$ cat src/rtl/rs_station_if.sv
// rs_station_if: handshake and data bundle for the reservation station.
//   master : dispatch source, CDB broadcaster, flush control and FU side
//            (drives dispatch_*, cdb_*, squash, issue_ready; observes the rest)
//   slave  : the reservation station itself
//            (drives issue_*, rs_full, free_count; observes the rest)
`ifndef XLEN
`define XLEN 32
`endif

interface rs_station_if;
    logic              dispatch_valid;
    logic [2:0]        dispatch_dest_tag;
    logic [3:0]        dispatch_func;
    logic              dispatch_src1_ready;
    logic              dispatch_src2_ready;
    logic [2:0]        dispatch_src1_tag;
    logic [2:0]        dispatch_src2_tag;
    logic [`XLEN-1:0]  dispatch_src1_value;
    logic [`XLEN-1:0]  dispatch_src2_value;
    logic              cdb_valid;
    logic [2:0]        cdb_tag;
    logic [`XLEN-1:0]  cdb_value;
    logic              squash;
    logic              issue_ready;
    logic              issue_valid;
    logic [2:0]        issue_dest_tag;
    logic [3:0]        issue_func;
    logic [`XLEN-1:0]  issue_op1;
    logic [`XLEN-1:0]  issue_op2;
    logic              rs_full;
    logic [2:0]        free_count;

    modport master (
        output dispatch_valid, dispatch_dest_tag, dispatch_func,
               dispatch_src1_ready, dispatch_src2_ready,
               dispatch_src1_tag, dispatch_src2_tag,
               dispatch_src1_value, dispatch_src2_value,
               cdb_valid, cdb_tag, cdb_value, squash, issue_ready,
        input  issue_valid, issue_dest_tag, issue_func, issue_op1, issue_op2,
               rs_full, free_count
    );

    modport slave (
        input  dispatch_valid, dispatch_dest_tag, dispatch_func,
               dispatch_src1_ready, dispatch_src2_ready,
               dispatch_src1_tag, dispatch_src2_tag,
               dispatch_src1_value, dispatch_src2_value,
               cdb_valid, cdb_tag, cdb_value, squash, issue_ready,
        output issue_valid, issue_dest_tag, issue_func, issue_op1, issue_op2,
               rs_full, free_count
    );
endinterface

$ cat src/rtl/rs_station.sv
// rs_station: 4-entry reservation station with CDB wakeup, dispatch-time
// bypass, lowest-index issue selection and a synchronous squash.
//   clock : sole clock, rising edge
//   reset : asynchronous active-high, clears every entry field
//   rs    : slave side of rs_station_if (dispatch, CDB, squash, issue,
//           rs_full, free_count)
`ifndef XLEN
`define XLEN 32
`endif

module rs_station (
    input  logic        clock,
    input  logic        reset,
    rs_station_if.slave rs
);
    localparam int ENTRIES = 4;
    localparam int XW      = `XLEN;

    logic [ENTRIES-1:0] busy_q, busy_d;
    logic [ENTRIES-1:0] rdy1_q, rdy1_d;
    logic [ENTRIES-1:0] rdy2_q, rdy2_d;
    logic [2:0]         dest_q [ENTRIES];
    logic [2:0]         dest_d [ENTRIES];
    logic [3:0]         func_q [ENTRIES];
    logic [3:0]         func_d [ENTRIES];
    logic [2:0]         tag1_q [ENTRIES];
    logic [2:0]         tag1_d [ENTRIES];
    logic [2:0]         tag2_q [ENTRIES];
    logic [2:0]         tag2_d [ENTRIES];
    logic [XW-1:0]      val1_q [ENTRIES];
    logic [XW-1:0]      val1_d [ENTRIES];
    logic [XW-1:0]      val2_q [ENTRIES];
    logic [XW-1:0]      val2_d [ENTRIES];

    logic       sel_valid;
    logic [1:0] sel_idx;
    logic       alloc_valid;
    logic [1:0] alloc_idx;
    logic [2:0] free_cnt;

    // Selection and allocation look only at registered state, so a CDB
    // capture or a freed slot becomes usable one cycle later. Scanning from
    // the top down lets the lowest index win.
    always_comb begin
        sel_valid   = 1'b0;
        sel_idx     = 2'd0;
        alloc_valid = 1'b0;
        alloc_idx   = 2'd0;
        free_cnt    = 3'd0;
        for (int i = ENTRIES - 1; i >= 0; i--) begin
            if (busy_q[i] && rdy1_q[i] && rdy2_q[i]) begin
                sel_valid = 1'b1;
                sel_idx   = 2'(i);
            end
            if (!busy_q[i]) begin
                alloc_valid = 1'b1;
                alloc_idx   = 2'(i);
                free_cnt    = free_cnt + 3'd1;
            end
        end
    end

    assign rs.issue_valid    = sel_valid;
    assign rs.issue_dest_tag = sel_valid ? dest_q[sel_idx] : 3'd0;
    assign rs.issue_func     = sel_valid ? func_q[sel_idx] : 4'd0;
    assign rs.issue_op1      = sel_valid ? val1_q[sel_idx] : '0;
    assign rs.issue_op2      = sel_valid ? val2_q[sel_idx] : '0;
    assign rs.rs_full        = ~alloc_valid;
    assign rs.free_count     = free_cnt;

    always_comb begin
        busy_d = busy_q;
        rdy1_d = rdy1_q;
        rdy2_d = rdy2_q;
        for (int i = 0; i < ENTRIES; i++) begin
            dest_d[i] = dest_q[i];
            func_d[i] = func_q[i];
            tag1_d[i] = tag1_q[i];
            tag2_d[i] = tag2_q[i];
            val1_d[i] = val1_q[i];
            val2_d[i] = val2_q[i];
        end

        if (rs.squash) begin
            // Flush wins over capture, issue and dispatch in the same cycle.
            busy_d = '0;
        end else begin
            if (rs.cdb_valid) begin
                for (int i = 0; i < ENTRIES; i++) begin
                    if (busy_q[i] && !rdy1_q[i] && tag1_q[i] == rs.cdb_tag) begin
                        rdy1_d[i] = 1'b1;
                        val1_d[i] = rs.cdb_value;
                    end
                    if (busy_q[i] && !rdy2_q[i] && tag2_q[i] == rs.cdb_tag) begin
                        rdy2_d[i] = 1'b1;
                        val2_d[i] = rs.cdb_value;
                    end
                end
            end

            if (sel_valid && rs.issue_ready) begin
                busy_d[sel_idx] = 1'b0;
            end

            // The allocated slot is never the issuing one (it is not busy).
            if (rs.dispatch_valid && alloc_valid) begin
                busy_d[alloc_idx] = 1'b1;
                dest_d[alloc_idx] = rs.dispatch_dest_tag;
                func_d[alloc_idx] = rs.dispatch_func;
                tag1_d[alloc_idx] = rs.dispatch_src1_tag;
                tag2_d[alloc_idx] = rs.dispatch_src2_tag;
                rdy1_d[alloc_idx] = rs.dispatch_src1_ready;
                rdy2_d[alloc_idx] = rs.dispatch_src2_ready;
                val1_d[alloc_idx] = rs.dispatch_src1_value;
                val2_d[alloc_idx] = rs.dispatch_src2_value;
                // Bypass: a producer broadcasting in the dispatch cycle would
                // otherwise be missed forever.
                if (!rs.dispatch_src1_ready && rs.cdb_valid &&
                    rs.dispatch_src1_tag == rs.cdb_tag) begin
                    rdy1_d[alloc_idx] = 1'b1;
                    val1_d[alloc_idx] = rs.cdb_value;
                end
                if (!rs.dispatch_src2_ready && rs.cdb_valid &&
                    rs.dispatch_src2_tag == rs.cdb_tag) begin
                    rdy2_d[alloc_idx] = 1'b1;
                    val2_d[alloc_idx] = rs.cdb_value;
                end
            end
        end
    end

    always_ff @(posedge clock or posedge reset) begin
        if (reset) begin
            busy_q <= '0;
            rdy1_q <= '0;
            rdy2_q <= '0;
            for (int i = 0; i < ENTRIES; i++) begin
                dest_q[i] <= '0;
                func_q[i] <= '0;
                tag1_q[i] <= '0;
                tag2_q[i] <= '0;
                val1_q[i] <= '0;
                val2_q[i] <= '0;
            end
        end else begin
            busy_q <= busy_d;
            rdy1_q <= rdy1_d;
            rdy2_q <= rdy2_d;
            for (int i = 0; i < ENTRIES; i++) begin
                dest_q[i] <= dest_d[i];
                func_q[i] <= func_d[i];
                tag1_q[i] <= tag1_d[i];
                tag2_q[i] <= tag2_d[i];
                val1_q[i] <= val1_d[i];
                val2_q[i] <= val2_d[i];
            end
        end
    end
endmodule

$ cat src/flat_wrapper.sv
// flat-port wrapper written by rule: the top's interface ports become plain ports
module rs_station_flat 
  (clock, reset, rs_dispatch_valid, rs_dispatch_dest_tag, rs_dispatch_func, rs_dispatch_src1_ready, rs_dispatch_src2_ready, rs_dispatch_src1_tag, rs_dispatch_src2_tag, rs_dispatch_src1_value, rs_dispatch_src2_value, rs_cdb_valid, rs_cdb_tag, rs_cdb_value, rs_squash, rs_issue_ready, rs_issue_valid, rs_issue_dest_tag, rs_issue_func, rs_issue_op1, rs_issue_op2, rs_rs_full, rs_free_count);
  rs_station_if rs_i ();
  input  logic clock;
  input  logic reset;
  input wire logic [$bits(rs_i.dispatch_valid)-1:0] rs_dispatch_valid;
  input wire logic [$bits(rs_i.dispatch_dest_tag)-1:0] rs_dispatch_dest_tag;
  input wire logic [$bits(rs_i.dispatch_func)-1:0] rs_dispatch_func;
  input wire logic [$bits(rs_i.dispatch_src1_ready)-1:0] rs_dispatch_src1_ready;
  input wire logic [$bits(rs_i.dispatch_src2_ready)-1:0] rs_dispatch_src2_ready;
  input wire logic [$bits(rs_i.dispatch_src1_tag)-1:0] rs_dispatch_src1_tag;
  input wire logic [$bits(rs_i.dispatch_src2_tag)-1:0] rs_dispatch_src2_tag;
  input wire logic [$bits(rs_i.dispatch_src1_value)-1:0] rs_dispatch_src1_value;
  input wire logic [$bits(rs_i.dispatch_src2_value)-1:0] rs_dispatch_src2_value;
  input wire logic [$bits(rs_i.cdb_valid)-1:0] rs_cdb_valid;
  input wire logic [$bits(rs_i.cdb_tag)-1:0] rs_cdb_tag;
  input wire logic [$bits(rs_i.cdb_value)-1:0] rs_cdb_value;
  input wire logic [$bits(rs_i.squash)-1:0] rs_squash;
  input wire logic [$bits(rs_i.issue_ready)-1:0] rs_issue_ready;
  output wire logic [$bits(rs_i.issue_valid)-1:0] rs_issue_valid;
  output wire logic [$bits(rs_i.issue_dest_tag)-1:0] rs_issue_dest_tag;
  output wire logic [$bits(rs_i.issue_func)-1:0] rs_issue_func;
  output wire logic [$bits(rs_i.issue_op1)-1:0] rs_issue_op1;
  output wire logic [$bits(rs_i.issue_op2)-1:0] rs_issue_op2;
  output wire logic [$bits(rs_i.rs_full)-1:0] rs_rs_full;
  output wire logic [$bits(rs_i.free_count)-1:0] rs_free_count;
  assign rs_i.dispatch_valid = rs_dispatch_valid;
  assign rs_i.dispatch_dest_tag = rs_dispatch_dest_tag;
  assign rs_i.dispatch_func = rs_dispatch_func;
  assign rs_i.dispatch_src1_ready = rs_dispatch_src1_ready;
  assign rs_i.dispatch_src2_ready = rs_dispatch_src2_ready;
  assign rs_i.dispatch_src1_tag = rs_dispatch_src1_tag;
  assign rs_i.dispatch_src2_tag = rs_dispatch_src2_tag;
  assign rs_i.dispatch_src1_value = rs_dispatch_src1_value;
  assign rs_i.dispatch_src2_value = rs_dispatch_src2_value;
  assign rs_i.cdb_valid = rs_cdb_valid;
  assign rs_i.cdb_tag = rs_cdb_tag;
  assign rs_i.cdb_value = rs_cdb_value;
  assign rs_i.squash = rs_squash;
  assign rs_i.issue_ready = rs_issue_ready;
  assign rs_issue_valid = rs_i.issue_valid;
  assign rs_issue_dest_tag = rs_i.issue_dest_tag;
  assign rs_issue_func = rs_i.issue_func;
  assign rs_issue_op1 = rs_i.issue_op1;
  assign rs_issue_op2 = rs_i.issue_op2;
  assign rs_rs_full = rs_i.rs_full;
  assign rs_free_count = rs_i.free_count;
  rs_station u_core (.clock(clock), .reset(reset), .rs(rs_i));
endmodule
$ cat config.mk
export PLATFORM = sky130hd
export DESIGN_NAME = rs_station_flat
export DESIGN_NICKNAME = d
export VERILOG_FILES = /design/src/rtl/rs_station_if.sv /design/src/rtl/rs_station.sv /design/src/flat_wrapper.sv
export SDC_FILE = /design/constraint.sdc
export NUM_CORES = 1
export LEC_CHECK = 0
export CAP_MARGIN = 25
export CORE_ASPECT_RATIO = 1.2
export CORE_MARGIN = 2
export CORE_UTILIZATION = 58
export DETAILED_ROUTE_END_ITERATION = 8
export PLACE_DENSITY_LB_ADDON = 0.05
export SLEW_MARGIN = 0
export SYNTH_ARGS = -nofsm -noshare
export SYNTH_HDL_FRONTEND = slang
export SYNTH_SLANG_ARGS = --single-unit
$ cat constraint.sdc
create_clock -name clock -period 15.51 [get_ports clock]
set_clock_uncertainty 0.1 [all_clocks]
set_input_delay 3.102 -clock clock [delete_from_list [all_inputs] [get_ports clock]]
set_output_delay 3.102 -clock clock [all_outputs]
set_load 0.02 [all_outputs]
==> metrics.md, run 1 <==
| Metric | Value |
|---|---|
| Placed Cells | 2,348 |
| Flop pwr share | 43.6% |
| # Post-CTS Setup Buffers | 0 |
| Hold Path End | u_core.dest_q[4] |
| Synth unique cells | 52 |
| Nets | 2,114 |
| Crit path kind | reg2out |
| Combinational share of power | 21.0% |
| Gpl congestion | 0.902 |
| Vias in the first global route | 18,100 |
| R2r endpoint | u_core.val1_q[31] |
| Clock Pin Slew Worst Setup and Hold Paths | 0.06 ns |
| RSZ-0062 raised after global routing | false |
| Worst slew margin | 22.9% |
| HPWL Detailed | 37,200 um |
| Final Non-Filler Cells | 2,406 |
| Hold buffer count at CTS | 0 |
| Post-synth EDFFs | 0 |
| Final setup fails | 0 |
| CP endpoint kind | output pin |
| Leak | 9.11 nW |
| Area Growth Syn to Fin | 17.6% |
| CTS Sinks | 320 |
| Status | finished, final reports clean |
| Initial core utilization | 59.2% |
| Reg2Reg Depth | 9 |
| Max-cap violations | 0 |
| IO buf count | 195 |
| Sw Share | 29.3% |
| Reg2reg start | u_core.busy_q[3] |
| Share of post-route cells with drive strength above 1 | 8.01% |
| Core area | 30,700 um^2 |
| Final WS setup | 7.60 ns |
| Worst Path Required | 12.31 ns |
| Cell Rows | 70 |
| FFs w/ async S/R, synth | 100% |
| DR vias | 17,900 |
| Peak supply drop | 86.0 uV |
| Die Wd | 165 um |
| Register area share after synthesis | 44.1% |
| Clock buffer count from CTS | 35 |
| DRT iter0 DRCs | 2,716 |
| Slew Viols, Final | 0 |
| Switching power total | 0.000719 W |
| Hold Crit Depth | 2 |
| WL met3 | 7710 um |
| Final Hold Viols | 0 |
| # DRC | 0 |
| Routed met1 length | 23,900 um |
| # H-tree levels | 2 |
| Clk buf depth | 3 |
| Period utilization | 51.0% |
| Synthesized flop and latch total | 320 |
| Post-Synthesis Cell Area | 18,100 um^2 |
| Synth warn | 0 |
| CP startpoint kind | register |
| Hold Crit Class | reg2reg |
| Post-route ant nets | 0 |
| Global route overflow | 0 |
| R2R Setup Slk | 11.87 ns |
| Die footprint | 32,700 um^2 |
| CTS tree | done |
| Post-cts resize count | 0 |
| Largest net degree at the start of global routing | 105 |
| Fin crit period | 7.91 ns |
| First drt pass iteration count | 8 |
| Global-route wire length before repair | 102,000 um |
| Hold_sp | u_core.dest_q[4] |
| Synth Instances | 1,938 |
| P per Cell Area | 115 nW/um^2 |
| Clock root buffer | clkbuf_16 |
| DRT Wirelength | 66,200 um |
| Worst-margin pin slew | 1.16 ns |
| Crit Path Max Fanout | 73 |
| GRT Resource Usage Total | 40.3% |
| Worst EP arrival | 4.71 ns |
| ANT cells | 0 |
| Syn nets | 2,062 |
| Fmax | 0.126 GHz |
| Met2 WL | 31,000 um |
| Antenna violations before repair | 0 |
| Final Total Pwr | 0.00246 W |
| Filler cells | 2,401 |
| Post-DR wirelength/cell | 27.5 um |
| Clk_lat worst skew | 0.52 ns |
| Average size of a mapped cell | 9.36 um^2 |
| IO Count | 196 |
| TNS Setup | 0 ns |
| Die Ht | 198 um |
| Pre-CTS setup slack | 8.29 ns |
| Pint | 0.00174 W |
| Vias per std cell | 7.42 |
| Primary FF master, synth | dfrtp_1 |
| Highest metal used | met4 |
| Clock Power Share | 35.4% |
==> critical path, stage by stage (launching register included) <==
cell,delay [ns]
dfrtp_1,0.45
and3_2,0.24
buf_4,0.46
nor2_4,1.01
buf_4,0.69
a22o_1,0.23
a22oi_1,0.07
a21oi_1,0.34
clkdlybuf4s50_1,0.68
==> synth_stat cells (all sizes together), types with 2 or more instances <==
cell type	n	area, um^2
a21oi	130	651
a221o	151	1510
a221oi	104	911
a222oi	26	260
a22o	71	622
a22oi	81	608
a311o	2	20.0
and2	2	15.0
and3	4	25.0
and4	3	26.3
buf	71	422
clkbuf	146	548
dfrtp	320	8010
ha	4	50.1
inv	68	255
mux2	41	462
mux2i	38	380
nand2	332	1250
nand2b	3	18.8
nand3	3	15.0
nand4	6	43.8
nor2	114	433
nor2b	15	93.8
nor3	26	130
nor4	4	85.1
nor4bb	4	40.0
o21a	9	67.6
o21ai	40	200
o21bai	4	41.3
o22a	32	280
o22ai	33	213
o32a	10	100
or3	2	12.5
xnor2	29	254
xor2	4	35.0
==> layout by cell type (no fill, tap or decap), types with 9 or more instances in the layout <==
master           instances
dfrtp_1                320
o22a_1                  32
nor2b_1                  9
a21oi_1                130
inv_1                   67
a221oi_1               104
a222oi_1                26
o21ai_0                 33
mux2i_1                 38
a22oi_1                 81
o32a_1                  10
o22ai_1                 32
nor2_1                 108
xnor2_1                 29
buf_4                   30
clkdlybuf4s50_1        194
a22o_1                  71
a221o_1                151
clkbuf_8                12
nand2_1                330
clkbuf_16               37
mux2_2                  33
o21a_1                   9
nor3_1                  25
==> area by class of cell <==
class                           count  area, um^2  area share (%)
Sequential cell                   320        8010            37.5
Clock buffer                       54        1110            5.20
Timing Repair Buffer              232        2350            11.0
Clock inverter                      3        65.1           0.305
Multi-Input combinational cell   1333        9040            42.4
Tap cell                          396         495            2.32
Inverter                           68         263            1.23
==> power groups by stage <==
| stage | logic, W | clock network (W) | registers, W |
|---|---|---|---|
| floorplan | 0.000336 | 0 | 0.00105 |
| global placement | 0.000490 | 0 | 0.00107 |
| detailed placement | 0.000505 | 0 | 0.00108 |
| CTS | 0.000509 | 0.000867 | 0.00106 |
| global route | 0.000552 | 0.000903 | 0.00108 |
| finish | 0.000517 | 0.000869 | 0.00107 |
==> registers in the layout, indices dropped and copies added (netlist names) <==
signal         flops
u_core.val2_q    128
u_core.rdy2_q      4
u_core.tag2_q     12
u_core.busy_q      4
u_core.val1_q    128
u_core.tag1_q     12
u_core.rdy1_q      4
u_core.func_q     16
u_core.dest_q     12
==> kinds of logic after synthesis <==
logic type,synth area share [%]
simple gates,12.2
flops,44.1
mux,4.64
compound gates,30.4
xor+xnor,1.59
fa+ha+maj,0.276
buf+inv,6.75
==> how the worst max path moves through the flow <==
stage | startpoint | endpoint | slack (ns) | cells past startpoint
floorplan | reset | u_core.busy_q[0] | 3.45 | 1
global placement | u_core.busy_q[2] | rs_issue_op1[31] | 8.30 | 8
detailed placement | u_core.busy_q[2] | rs_issue_op1[31] | 8.29 | 8
CTS | u_core.busy_q[2] | rs_issue_op1[31] | 7.75 | 8
global route | u_core.busy_q[2] | rs_issue_op1[18] | 7.55 | 8
finish | u_core.busy_q[2] | rs_issue_op1[31] | 7.60 | 8
==> per-layer routing <==
layer / vias up / GRT usage (%)
met1: 8744 / 50.3
li1: 7394 / -
met2: 1402 / 64.6
met5: - / 0
met4: 0 / 21.5
met3: 315 / 9.70
==> stage by stage <==
stage / cell area, um^2 / util, % / hold slack, ns
finish: 21300 / 69.6 / 0.369
global route: 21300 / 69.6 / 0.396
CTS: 21300 / 69.5 / 0.374
detailed placement: 20100 / 65.7 / 0.360
global placement: 20000 / 65.2 / 0.350
floorplan: 18100 / - / 0.339
Note: power is estimated with default switching activity, not from simulation.
==> run 2: changes to the inputs <==
CORE_UTILIZATION = 52   (was 58)
clock period = 7.2 ns   (was 15.51 ns; I/O delays follow)
==> metrics.md, run 2 (synthesized netlist as in run 1, its figures left out) <==
| Metric | Value |
|---|---|
| DR vias | 17,700 (-0.90%) |
| Max stage delay cell, worst path | a31o_2 |
| Die Ht | 209 um (+5.5%) |
| Share of post-route cells with drive strength above 1 | 8.60% (+0.59 points) |
| CTS tree | done |
| Die footprint | 36,400 um^2 (+11%) |
| Switching power total | 0.00160 W (+120%) |
| Crit path kind | reg2out |
| TNS Setup | 0 ns (unchanged) |
| Post-DR wirelength/cell | 27.1 um (-1.4%) |
| P per Cell Area | 250 nW/um^2 (+120%) |
| First drt pass iteration count | 9 (+1) |
| R2R Setup Slk | 3.67 ns (-8.20 ns) |
| IO buf count | 195 (unchanged) |
| Core area | 34,300 um^2 (+12%) |
| Clk buf depth | 3 (unchanged) |
| Final setup fails | 0 (unchanged) |
| Die Wd | 175 um (+5.5%) |
| Final Hold Viols | 0 (unchanged) |
| Fmax | 0.182 GHz |
| Gpl congestion | 0.871 (-3.5%) |
| Slew Viols, Final | 0 (unchanged) |
| Pint | 0.00381 W (+120%) |
| Clk_lat worst skew | 0.55 ns (+0.03 ns) |
| Antenna violations before repair | 2 (+2) |
| IO Count | 196 (unchanged) |
| RSZ-0062 raised after global routing | false |
| Vias per std cell | 7.13 (-3.9%) |
| Hold Crit Depth | 2 (unchanged) |
| Hold Crit Class | reg2reg |
| Post-cts resize count | 0 (unchanged) |
| Hold_sp | u_core.func_q[6] |
| Global-route wire length before repair | 104,000 um (+1.7%) |
| Crit Path Max Fanout | 42 (-42%) |
| DRT iter0 DRCs | 2,290 (-16%) |
| Fin crit period | 5.48 ns |
| WL met3 | 6960 um (-9.7%) |
| Highest metal used | met5 |
| Hold Path End | u_core.func_q[6] |
| Initial core utilization | 53.0% (-6.2 points) |
| Nets | 2,122 (+0.38%) |
| HPWL Detailed | 37,600 um (+1.0%) |
| # Post-CTS Setup Buffers | 0 (unchanged) |
| CTS Sinks | 320 (unchanged) |
| Worst slew margin | 25.0% (+2.1 points) |
| Cell Rows | 74 (+5.7%) |
| Largest registers | u_core.val1_q (128), u_core.val2_q (128), u_core.func_q (16) |
| Clock buffer count from CTS | 38 (+8.6%) |
| CP startpoint kind | register |
| Commonest non-fill, non-tap cell in the layout | nand2_1 |
| Flop pwr share | 42.7% (-0.9 points) |
| Period utilization | 76.2% |
| Worst-margin pin slew | 1.12 ns (-0.0320 ns) |
| R2r endpoint | u_core.val2_q[4] |
| Reg2Reg Depth | 7 (-2) |
| Hold buffer count at CTS | 0 (unchanged) |
| DRT Wirelength | 67,400 um (+1.7%) |
| Leak | 9.20 nW (+0.98%) |
| CP peak stage delay | 0.81 ns (-0.20 ns) |
| Most frequent cells in the layout | 330 x nand2_1, 320 x dfrtp_1, 194 x clkdlybuf4s50_1, 151 x a221o_1, 130 x a21oi_1 |
| Status | finished, final reports clean |
| Area Growth Syn to Fin | 19.1% |
| # DRC | 0 (unchanged) |
| Vias in the first global route | 17,900 (-1.2%) |
| Hold slack | 0.369 ns (-0.000220 ns) |
| # H-tree levels | 2 (unchanged) |
| CP endpoint kind | output pin |
| Met2 WL | 31,500 um (+1.7%) |
| Largest net degree at the start of global routing | 131 (+25%) |
| Post-route ant nets | 0 (unchanged) |
| Global route overflow | 0 (unchanged) |
| Clock Power Share | 36.9% (+1.5 points) |
| Max-cap violations | 0 (unchanged) |
| Worst Path Required | 5.66 ns (-6.65 ns) |
| Worst EP arrival | 3.94 ns (-0.77 ns) |
| GRT Resource Usage Total | 36.4% (-3.9 points) |
| Clock root buffer | clkbuf_16 |
| Routed met1 length | 25,600 um (+7.3%) |
| Sw Share | 29.7% (+0.37 points) |
| Clock Pin Slew Worst Setup and Hold Paths | 0.06 ns (about the same) |
| CP Cell Sequence | and3_1 > a31o_2 > buf_12 > a22oi_1 > a21oi_1 > clkdlybuf4s50_1 |
| Reg2reg start | u_core.busy_q[2] |
| Peak supply drop | 229 uV (+170%) |
| Combinational share of power | 20.4% (-0.6 points) |
==> run 2: cell types whose count changed in the layout (fill, tap and decap cells not counted), moves of 2 or more <==
cell	change
buf_12	+5
clkinv_2	+4
inv_6	+3
clkbuf_8	-2
==> run 2: layer usage <==
metal  global-route usage [%]  up-vias
met5                        0        -
met4                     19.1        2
met3                     7.11      239
met2                     58.4     1214
met1                     46.8     8805
li1                         -     7434
==> run 2: worst max path at each step <==
stage	end	cells past startpoint	slack, ns	startpoint
6_report	rs_issue_op1[19]	6	1.72	u_core.busy_q[0]
5_1_grt	rs_issue_op1[17]	6	1.67	u_core.busy_q[0]
4_1_cts	rs_issue_op2[30]	6	1.86	u_core.busy_q[0]
3_5_place_dp	u_core.val2_q[62]	8	2.31	rs_cdb_tag[2]
3_3_place_gp	u_core.val1_q[31]	8	2.33	rs_cdb_tag[1]
2_1_floorplan	u_core.busy_q[0]	1	1.39	reset
==> run 2: area by class of cell <==
type                    instances  area (um^2)
fillers                      2871        12700
well taps                     456          571
clock inverters                12          158
inverters                      68          259
repair buffers                237         2450
multi-input cells            1333         9050
diodes                          1         2.50
clock buffers                  54         1110
flip-flops and latches        320         8010
==> run 2: critical path, delay by kind of cell (launching register included) <==
kind                   cells  cell delay (ns)
AND/OR/NAND/NOR            1             0.39
flip-flops                 1             0.70
buffers and inverters      2             0.99
AO/OA/AOI/OAI              3             1.26
==> run 2: power groups by stage <==
stage | logic (W) | registers (W) | clock network, W
2_1_floorplan | 0.000725 | 0.00227 | 0
3_3_place_gp | 0.00106 | 0.00232 | 0
3_5_place_dp | 0.00109 | 0.00233 | 0
4_1_cts | 0.00109 | 0.00230 | 0.00200
5_1_grt | 0.00118 | 0.00234 | 0.00208
6_report | 0.00110 | 0.00231 | 0.00199
==> run 2: metrics by stage <==
step / util [%] / area [um^2] / std cells / setup WS [ns] / total power, W
final: 63.1 / 21600 / 2481 / 1.72 / 0.00541
after CTS: 62.7 / 21500 / 2475 / 1.86 / 0.00539
after detailed placement: 59.0 / 20200 / 2409 / 2.31 / 0.00341
after floorplan: - / 18100 / 1938 / 1.39 / 0.00299
after global placement: 58.8 / 20100 / 2406 / 2.33 / 0.00338
after global routing: 63.1 / 21600 / 2481 / 1.67 / 0.00560
